**config.mk**
```make
export PLATFORM = sky130hd
export DESIGN_NAME = trng_harvester
export DESIGN_NICKNAME = d
export VERILOG_FILES = /design/src/rtl/trng_pkg.sv /design/src/rtl/trng_word_fifo.sv /design/src/rtl/trng_harvester.sv
export SDC_FILE = /design/constraint.sdc
export NUM_CORES = 1
export LEC_CHECK = 0
export CELL_PAD_IN_SITES_DETAIL_PLACEMENT = 1
export CELL_PAD_IN_SITES_GLOBAL_PLACEMENT = 2
export CORE_UTILIZATION = 45
export CTS_CLUSTER_SIZE = 8
export DETAILED_ROUTE_END_ITERATION = 16
export HOLD_SLACK_MARGIN = 0.08
export PLACE_DENSITY_LB_ADDON = 0.05
export SYNTH_ARGS = -nofsm -noshare
export SYNTH_HDL_FRONTEND = slang
export SYNTH_HIERARCHICAL = 1
export SYNTH_SLANG_ARGS = --single-unit
```
**constraint.sdc**
```tcl
create_clock -name clk -period 6.29 [get_ports clk]
set_input_delay 0.9435 -clock clk [delete_from_list [all_inputs] [get_ports clk]]
set_output_delay 0.9435 -clock clk [all_outputs]
set_load 0.02 [all_outputs]
```
**src/rtl/trng_pkg.sv**
```systemverilog
// rtl/trng_pkg.sv - shared defaults and helpers for the entropy harvester
package trng_pkg;

  localparam int NUM_RO_DEF     = 5;
  localparam int WORD_W_DEF     = 32;
  localparam int DIV_W_DEF      = 16;
  localparam int FIFO_DEPTH_DEF = 4;
  localparam int RCT_CUTOFF_DEF = 32;

  // Ceiling log2; callers pass N+1 when they need to hold the value N itself.
  function automatic int clog2(input int value);
    int result;
    result = 0;
    while ((1 << result) < value) begin
      result++;
    end
    return result;
  endfunction

endpackage

```
**src/rtl/trng_word_fifo.sv**
```systemverilog
// rtl/trng_word_fifo.sv - first-word fall-through output word buffer
module trng_word_fifo
  import trng_pkg::*;
#(
  parameter int WORD_W     = WORD_W_DEF,
  parameter int FIFO_DEPTH = FIFO_DEPTH_DEF
) (
  input  logic                                clk,
  input  logic                                reset_n,
  input  logic                                flush,
  input  logic                                push,
  input  logic [WORD_W-1:0]                   push_data,
  input  logic                                pop,
  output logic                                head_valid,
  output logic [WORD_W-1:0]                   head_data,
  output logic                                full,
  output logic [$clog2(FIFO_DEPTH+1)-1:0]     fill
);

  localparam int PTR_W  = clog2(FIFO_DEPTH);
  localparam int FILL_W = clog2(FIFO_DEPTH + 1);
  localparam logic [FILL_W-1:0] FILL_MAX = FILL_W'(FIFO_DEPTH);

  logic [WORD_W-1:0] mem [FIFO_DEPTH];
  logic [PTR_W-1:0]  wr_ptr;
  logic [PTR_W-1:0]  rd_ptr;
  logic [FILL_W-1:0] fill_cnt;
  logic              do_pop;
  logic              do_push;

  assign head_valid = (fill_cnt != '0);
  assign full       = (fill_cnt == FILL_MAX);
  assign fill       = fill_cnt;
  // Head is forced to zero when empty so the output is deterministic.
  assign head_data  = head_valid ? mem[rd_ptr] : '0;
  assign do_pop     = pop && head_valid;
  // A pop frees the slot the push lands in, so push-at-full is legal with a pop.
  assign do_push    = push && (!full || do_pop);

  // Storage array; contents are only observed through the valid-gated head.
  always_ff @(posedge clk) begin
    if (do_push && !flush) begin
      mem[wr_ptr] <= push_data;
    end
  end

  // Pointers wrap naturally because the depth is a power of two.
  always_ff @(posedge clk or negedge reset_n) begin
    if (!reset_n) begin
      wr_ptr   <= '0;
      rd_ptr   <= '0;
      fill_cnt <= '0;
    end else if (flush) begin
      wr_ptr   <= '0;
      rd_ptr   <= '0;
      fill_cnt <= '0;
    end else begin
      if (do_push) wr_ptr <= wr_ptr + PTR_W'(1);
      if (do_pop)  rd_ptr <= rd_ptr + PTR_W'(1);
      case ({do_push, do_pop})
        2'b10:   fill_cnt <= fill_cnt + FILL_W'(1);
        2'b01:   fill_cnt <= fill_cnt - FILL_W'(1);
        default: fill_cnt <= fill_cnt;
      endcase
    end
  end

endmodule

```
**src/rtl/trng_harvester.sv**
```systemverilog
// rtl/trng_harvester.sv - ring-oscillator entropy harvester with health test
module trng_harvester
  import trng_pkg::*;
#(
  parameter int NUM_RO     = NUM_RO_DEF,
  parameter int WORD_W     = WORD_W_DEF,
  parameter int DIV_W      = DIV_W_DEF,
  parameter int FIFO_DEPTH = FIFO_DEPTH_DEF,
  parameter int RCT_CUTOFF = RCT_CUTOFF_DEF
) (
  input  logic                            clk,
  input  logic                            reset_n,
  input  logic                            ena,
  input  logic [NUM_RO-1:0]               ro_in,
  input  logic [NUM_RO-1:0]               ro_mask,
  input  logic [DIV_W-1:0]                div_cfg,
  input  logic                            debias_en,
  input  logic                            flush,
  input  logic                            health_clr,
  output logic                            word_valid,
  input  logic                            word_ready,
  output logic [WORD_W-1:0]               word_data,
  output logic [$clog2(FIFO_DEPTH+1)-1:0] fill_level,
  output logic                            health_fail
);

  localparam int RUN_W = clog2(RCT_CUTOFF + 1);
  localparam int CNT_W = clog2(WORD_W + 1);
  localparam logic [RUN_W-1:0] RUN_MAX   = RUN_W'(RCT_CUTOFF);
  localparam logic [CNT_W-1:0] BITS_FULL = CNT_W'(WORD_W);

  logic [NUM_RO-1:0] sync_q1;
  logic [NUM_RO-1:0] sync_q2;
  logic [DIV_W-1:0]  div_cnt;
  logic              strobe;
  logic              raw;
  logic              last_raw;
  logic [RUN_W-1:0]  run_cnt;
  logic [RUN_W-1:0]  run_next;
  logic              fail_now;
  logic              take;
  logic              pair_state;
  logic              pair_bit;
  logic              bit_valid;
  logic              bit_val;
  logic [WORD_W-1:0] asm_word;
  logic [CNT_W-1:0]  asm_cnt;
  logic              asm_full;
  logic              fifo_full;
  logic              pop;
  logic              push;

  // Two-flop synchronisers run continuously so they are settled when ena rises.
  always_ff @(posedge clk or negedge reset_n) begin
    if (!reset_n) begin
      sync_q1 <= '0;
      sync_q2 <= '0;
    end else begin
      sync_q1 <= ro_in;
      sync_q2 <= sync_q1;
    end
  end

  assign strobe = ena && (div_cnt == div_cfg);
  assign raw    = ^(sync_q2 & ro_mask);

  // Sample-rate divider; held at zero while disabled so the phase restarts cleanly.
  always_ff @(posedge clk or negedge reset_n) begin
    if (!reset_n) begin
      div_cnt <= '0;
    end else if (!ena || strobe) begin
      div_cnt <= '0;
    end else begin
      div_cnt <= div_cnt + DIV_W'(1);
    end
  end

  // Next run length; a cleared run of 0 naturally restarts at 1.
  always_comb begin
    run_next = RUN_W'(1);
    if (raw == last_raw) begin
      run_next = (run_cnt == RUN_MAX) ? RUN_MAX : run_cnt + RUN_W'(1);
    end
  end

  // Failure fires only on the transition into the cutoff, not while saturated.
  assign fail_now = strobe && (run_cnt != RUN_MAX) && (run_next == RUN_MAX);

  // Repetition-count test with a sticky failure flag that outranks health_clr.
  always_ff @(posedge clk or negedge reset_n) begin
    if (!reset_n) begin
      run_cnt     <= '0;
      last_raw    <= 1'b0;
      health_fail <= 1'b0;
    end else begin
      if (strobe) last_raw <= raw;
      if (fail_now) begin
        run_cnt     <= run_next;
        health_fail <= 1'b1;
      end else if (health_clr) begin
        run_cnt     <= '0;
        health_fail <= 1'b0;
      end else if (strobe) begin
        run_cnt <= run_next;
      end
    end
  end

  assign take = strobe && !health_fail && !fail_now && !flush;

  // Von Neumann: the first of a pair is held, the second decides.
  always_comb begin
    bit_valid = take;
    bit_val   = raw;
    if (debias_en) begin
      bit_valid = take && pair_state && (pair_bit != raw);
      bit_val   = pair_bit;
    end
  end

  // Pair phase toggles per accepted strobe and restarts on any flush.
  always_ff @(posedge clk or negedge reset_n) begin
    if (!reset_n) begin
      pair_state <= 1'b0;
      pair_bit   <= 1'b0;
    end else if (fail_now || flush || !debias_en) begin
      pair_state <= 1'b0;
    end else if (take) begin
      if (!pair_state) pair_bit <= raw;
      pair_state <= ~pair_state;
    end
  end

  assign asm_full = (asm_cnt == BITS_FULL);
  assign pop      = word_valid && word_ready;
  assign push     = asm_full && (!fifo_full || pop) && !flush && !fail_now;

  // Word assembler; a bit arriving on the push cycle starts the next word.
  always_ff @(posedge clk or negedge reset_n) begin
    if (!reset_n) begin
      asm_word <= '0;
      asm_cnt  <= '0;
    end else if (fail_now || flush) begin
      asm_word <= '0;
      asm_cnt  <= '0;
    end else if (push) begin
      asm_word <= bit_valid ? WORD_W'(bit_val) : '0;
      asm_cnt  <= bit_valid ? CNT_W'(1) : '0;
    end else if (bit_valid && !asm_full) begin
      asm_word <= {asm_word[WORD_W-2:0], bit_val};
      asm_cnt  <= asm_cnt + CNT_W'(1);
    end
  end

  trng_word_fifo #(
    .WORD_W     (WORD_W),
    .FIFO_DEPTH (FIFO_DEPTH)
  ) u_fifo (
    .clk        (clk),
    .reset_n    (reset_n),
    .flush      (flush || fail_now),
    .push       (push),
    .push_data  (asm_word),
    .pop        (pop),
    .head_valid (word_valid),
    .head_data  (word_data),
    .full       (fifo_full),
    .fill       (fill_level)
  );

endmodule

```
==> impl_metrics.sql <==
INSERT INTO impl_metrics (metric_group, metric, value, unit) VALUES
('run_status', 'status', 'finished clean', ''),
('placement', 'detailed_place_hpwl', '12600', 'um'),
('synthesis', 'netlist_top_cells_count', 'sky130_fd_sc_hd__edfxtp_1 (128), sky130_fd_sc_hd__dfrtp_1 (81), sky130_fd_sc_hd__a21oi_1 (47), sky130_fd_sc_hd__nand3_1 (46)', ''),
('setup_path', 'crit_type', 'in -> reg', ''),
('detailed_routing', 'dr.first_iter.drc_count', '255', ''),
('layout', 'nets', '774', ''),
('die', 'dieWidth', '146', 'um'),
('die', 'die_area', '0.0212', 'sq mm'),
('clocking', 'ctsResizeCount', '0', ''),
('synthesis', 'synth-edff-count', '128', ''),
('global_route', 'grt_first_pass_wirelength', '34400', 'um'),
('global_route', 'first_global_vias', '6297', ''),
('detailed_routing', 'detailedRoute.firstPassIterationCount', '6', ''),
('sta', 'finalHoldViolCount', '0', ''),
('worst_hold_path', 'worst_hold_path_type', 'reg -> reg', ''),
('synthesis', 'synth.ff_latch_count', '209', ''),
('clocking', 'worst_setup_hold_path_clk_slew', '50', 'ps'),
('global_route', 'maximum_number_of_pins_on_one_net_before_global_route_repair', '44', ''),
('detailed_routing', 'via_per_inst', '5.59', ''),
('power_and_ir_drop', 'seq_power_share', '0.483', ''),
('detailed_routing', 'drt_drc_violations_left', '0', ''),
('sta', 'worst_clock_skew', '17.2', 'ps'),
('synthesis', 'postSynthCellCount', '663', ''),
('clocking', 'cts_setup_buffers', '0', ''),
('die', 'floorplan.core_area', '0.0202', 'sq mm'),
('sta', 'timing.max_slew.rel_slack', '0.291', ''),
('sta', 'max_freq', '0.219', 'GHz'),
('synthesis', 'main_combinational_cell_family_by_area_after_synthesis', 'simple AND/OR/NAND/NOR gates', ''),
('setup_path', 'cp_data_arrival_time', '4740', 'ps'),
('synthesis', 'synth-async-reset-ratio', '0.388', ''),
('layout', 'final_cells', '1024', ''),
('power_and_ir_drop', 'pwr-share-comb', '0.030', ''),
('sta', 'layout_setup_ws', '1730', 'ps'),
('synthesis', 'synth_top_area_share', '0.414', ''),
('die', 'floorplan.rows', '52', ''),
('clocking', 'cts_root_buf', 'sky130_fd_sc_hd__clkbuf_16', ''),
('die', 'io_pins', '70', ''),
('synthesis', 'synth.distinct_cells', '59', ''),
('setup_path', 'crit_path_max_incr_delay', '500', 'ps'),
('synthesis', 'synthesized_area_fraction_occupied_by_ao_oa_aoi_and_oai_cells', '0.0814', ''),
('synthesis', 'yosys.area_share.simple', '0.110', ''),
('die', 'dieHeight', '146', 'um'),
('clocking', 'numClockSinks', '209', ''),
('synthesis', 'synth_xor_area_frac', '0.0403', ''),
('clocking', 'cts.htree.levels', '1', ''),
('sta', 'finalCritPeriodShare', '0.725', ''),
('global_route', 'global_route.usage.total', '0.205', ''),
('sta', 'setup_viol', '0', ''),
('detailed_routing', 'via_count', '5722', ''),
('power_and_ir_drop', 'power.switching', '612', 'uW'),
('clocking', 'cts-buffers-inserted', '30', ''),
('placement', 'gp_congestion', '0.784', ''),
('synthesis', 'top_cells_by_area_synth', 'sky130_fd_sc_hd__edfxtp_1 (41%), sky130_fd_sc_hd__dfrtp_1 (22%), sky130_fd_sc_hd__mux4_2 (7.8%)', ''),
('synthesis', 'synth_fa_ha_area_frac', '0.0143', ''),
('layout', 'num_antenna_cells', '0', ''),
('synthesis', 'ys_seq_area_frac', '0.633', ''),
('synthesis', 'yosys.area.top_type', 'sky130_fd_sc_hd__edfxtp_1', ''),
('power_and_ir_drop', 'power_per_cell_area', '273', 'mW/mm^2'),
('sta', 'tightest_slew', '1060', 'ps'),
('setup_path', 'endpoint_kind', 'register', ''),
('synthesis', 'synth.cell_area', '0.00928', 'sq mm'),
('placement', 'place_inst', '969', ''),
('layout', 'final_core_utilization', '0.546', ''),
('setup_path', 'crit_chain', 'clkdlybuf4s50_1, nand2_1, xor3_2, xnor3_1, nand3_2, o21ai_2, nor2_1, inv_1, nor3_1, and2_1, buf_4', ''),
('synthesis', 'synth_ff_type', 'sky130_fd_sc_hd__edfxtp_1', ''),
('setup_path', 'setup.worst_path.start_class', 'input pin', ''),
('clocking', 'cts-hold-fix-buffers', '0', ''),
('synthesis', 'synth_most_common_cell', 'sky130_fd_sc_hd__edfxtp_1', ''),
('clocking', 'tritoncts_clock_tree', 'done', ''),
('detailed_routing', 'detail_routed_net_length_per_standard_cell', '20.4', 'um'),
('synthesis', 'yosysWarningCount', '6', '');
==> registers in the layout, indices dropped and copies added, names as in the netlist, 2 cells and up <==
register / count
asm_cnt: 6
asm_word: 32
run_cnt: 6
u_fifo/wr_ptr: 2
u_fifo/fill: 3
sync_q1: 5
div_cnt: 16
u_fifo/rd_ptr: 2
sync_q2: 5
u_fifo/mem: 128
==> layer usage <==
layer  vias up  part of all wire  global-route usage  wire, um
met5         -                 0                   0         0
met4         0             0.019              0.0632       391
met3        28             0.045              0.0282       937
met2       142              0.51               0.363     10600
met1      2908              0.43               0.262      8870
li1       2644                 -                   -         -
==> critical path, delay by kind of cell <==
| kind | cells | cell delay, ps |
|---|---|---|
| xor gates and xnor gates | 2 | 880 |
| buffers and inverters | 3 | 1090 |
| and+or+nand+nor | 5 | 1710 |
| AOI/OAI and AO/OA | 1 | 90 |
==> power by group through the flow <==
| stage | clock network (mW) | registers [mW] | logic (mW) |
|---|---|---|---|
| after floorplan | 0 | 1.48 | 0.0455 |
| after global placement | 0 | 1.48 | 0.0902 |
| after detailed placement | 0 | 1.48 | 0.0931 |
| after CTS | 1.50 | 1.46 | 0.0935 |
| after global routing | 1.55 | 1.46 | 0.101 |
| final | 1.47 | 1.46 | 0.0913 |
==> logic make-up after synthesis <==
family                   count (synthesis)
flip-flops                             209
AND/OR/NAND/NOR                        177
XOR/XNOR                                36
buffers and inverters                   69
multiplexers                            38
AO/OA/AOI/OAI                          124
adder cells (fa/ha/maj)                 10
==> placed cells by master, fill, tap and decap left out, types with 10 or more instances in the layout <==
cell type / n
sky130_fd_sc_hd__nor2b_1: 32
sky130_fd_sc_hd__inv_1: 24
sky130_fd_sc_hd__a21oi_1: 47
sky130_fd_sc_hd__buf_4: 13
sky130_fd_sc_hd__nand2_1: 19
sky130_fd_sc_hd__edfxtp_1: 128
sky130_fd_sc_hd__nor2_1: 23
sky130_fd_sc_hd__xnor2_1: 23
sky130_fd_sc_hd__nand3_1: 46
sky130_fd_sc_hd__mux4_2: 32
sky130_fd_sc_hd__o211ai_1: 20
sky130_fd_sc_hd__clkdlybuf4s50_1: 68
sky130_fd_sc_hd__or3_1: 10
sky130_fd_sc_hd__dfrtp_1: 79
sky130_fd_sc_hd__o21ai_0: 28
sky130_fd_sc_hd__clkbuf_1: 23
sky130_fd_sc_hd__clkbuf_16: 31
sky130_fd_sc_hd__o2111ai_1: 11
==> final timing paths <==
path / startpoint / endpoint / slack [ps] / depth (start not counted)
worst max-delay path: ro_mask[4] / u_fifo/mem[1][14] / 1730 / 11
worst min-delay path: sync_q1[4] / sync_q2[4] / 350 / 0
worst max register to register: sync_q2[0] / u_fifo/mem[1][14] / 2220 / 10
worst min register to register: sync_q1[4] / sync_q2[4] / 350 / 0
max in group asynchronous: reset_n / u_fifo/rd_ptr[1] / 4820 / 2
min in group asynchronous: reset_n / run_cnt[4] / 420 / 1
==> stage by stage <==
step	hold WS [ps]	area, sq um
final	346	11000
after global routing	355	11000
after CTS	347	11000
after detailed placement	336	10200
after global placement	332	10200
after floorplan	331	9280
==> layout make-up <==
class	count	area (sq um)
clock buffers	54	862
clock inverters	1	8.76
fillers	1988	9190
inverters	24	90.1
multi-input cells	385	3090
flip-flops and latches	209	5870
well taps	270	338
repair buffers	81	778
(Power assumes the default switching activity.)
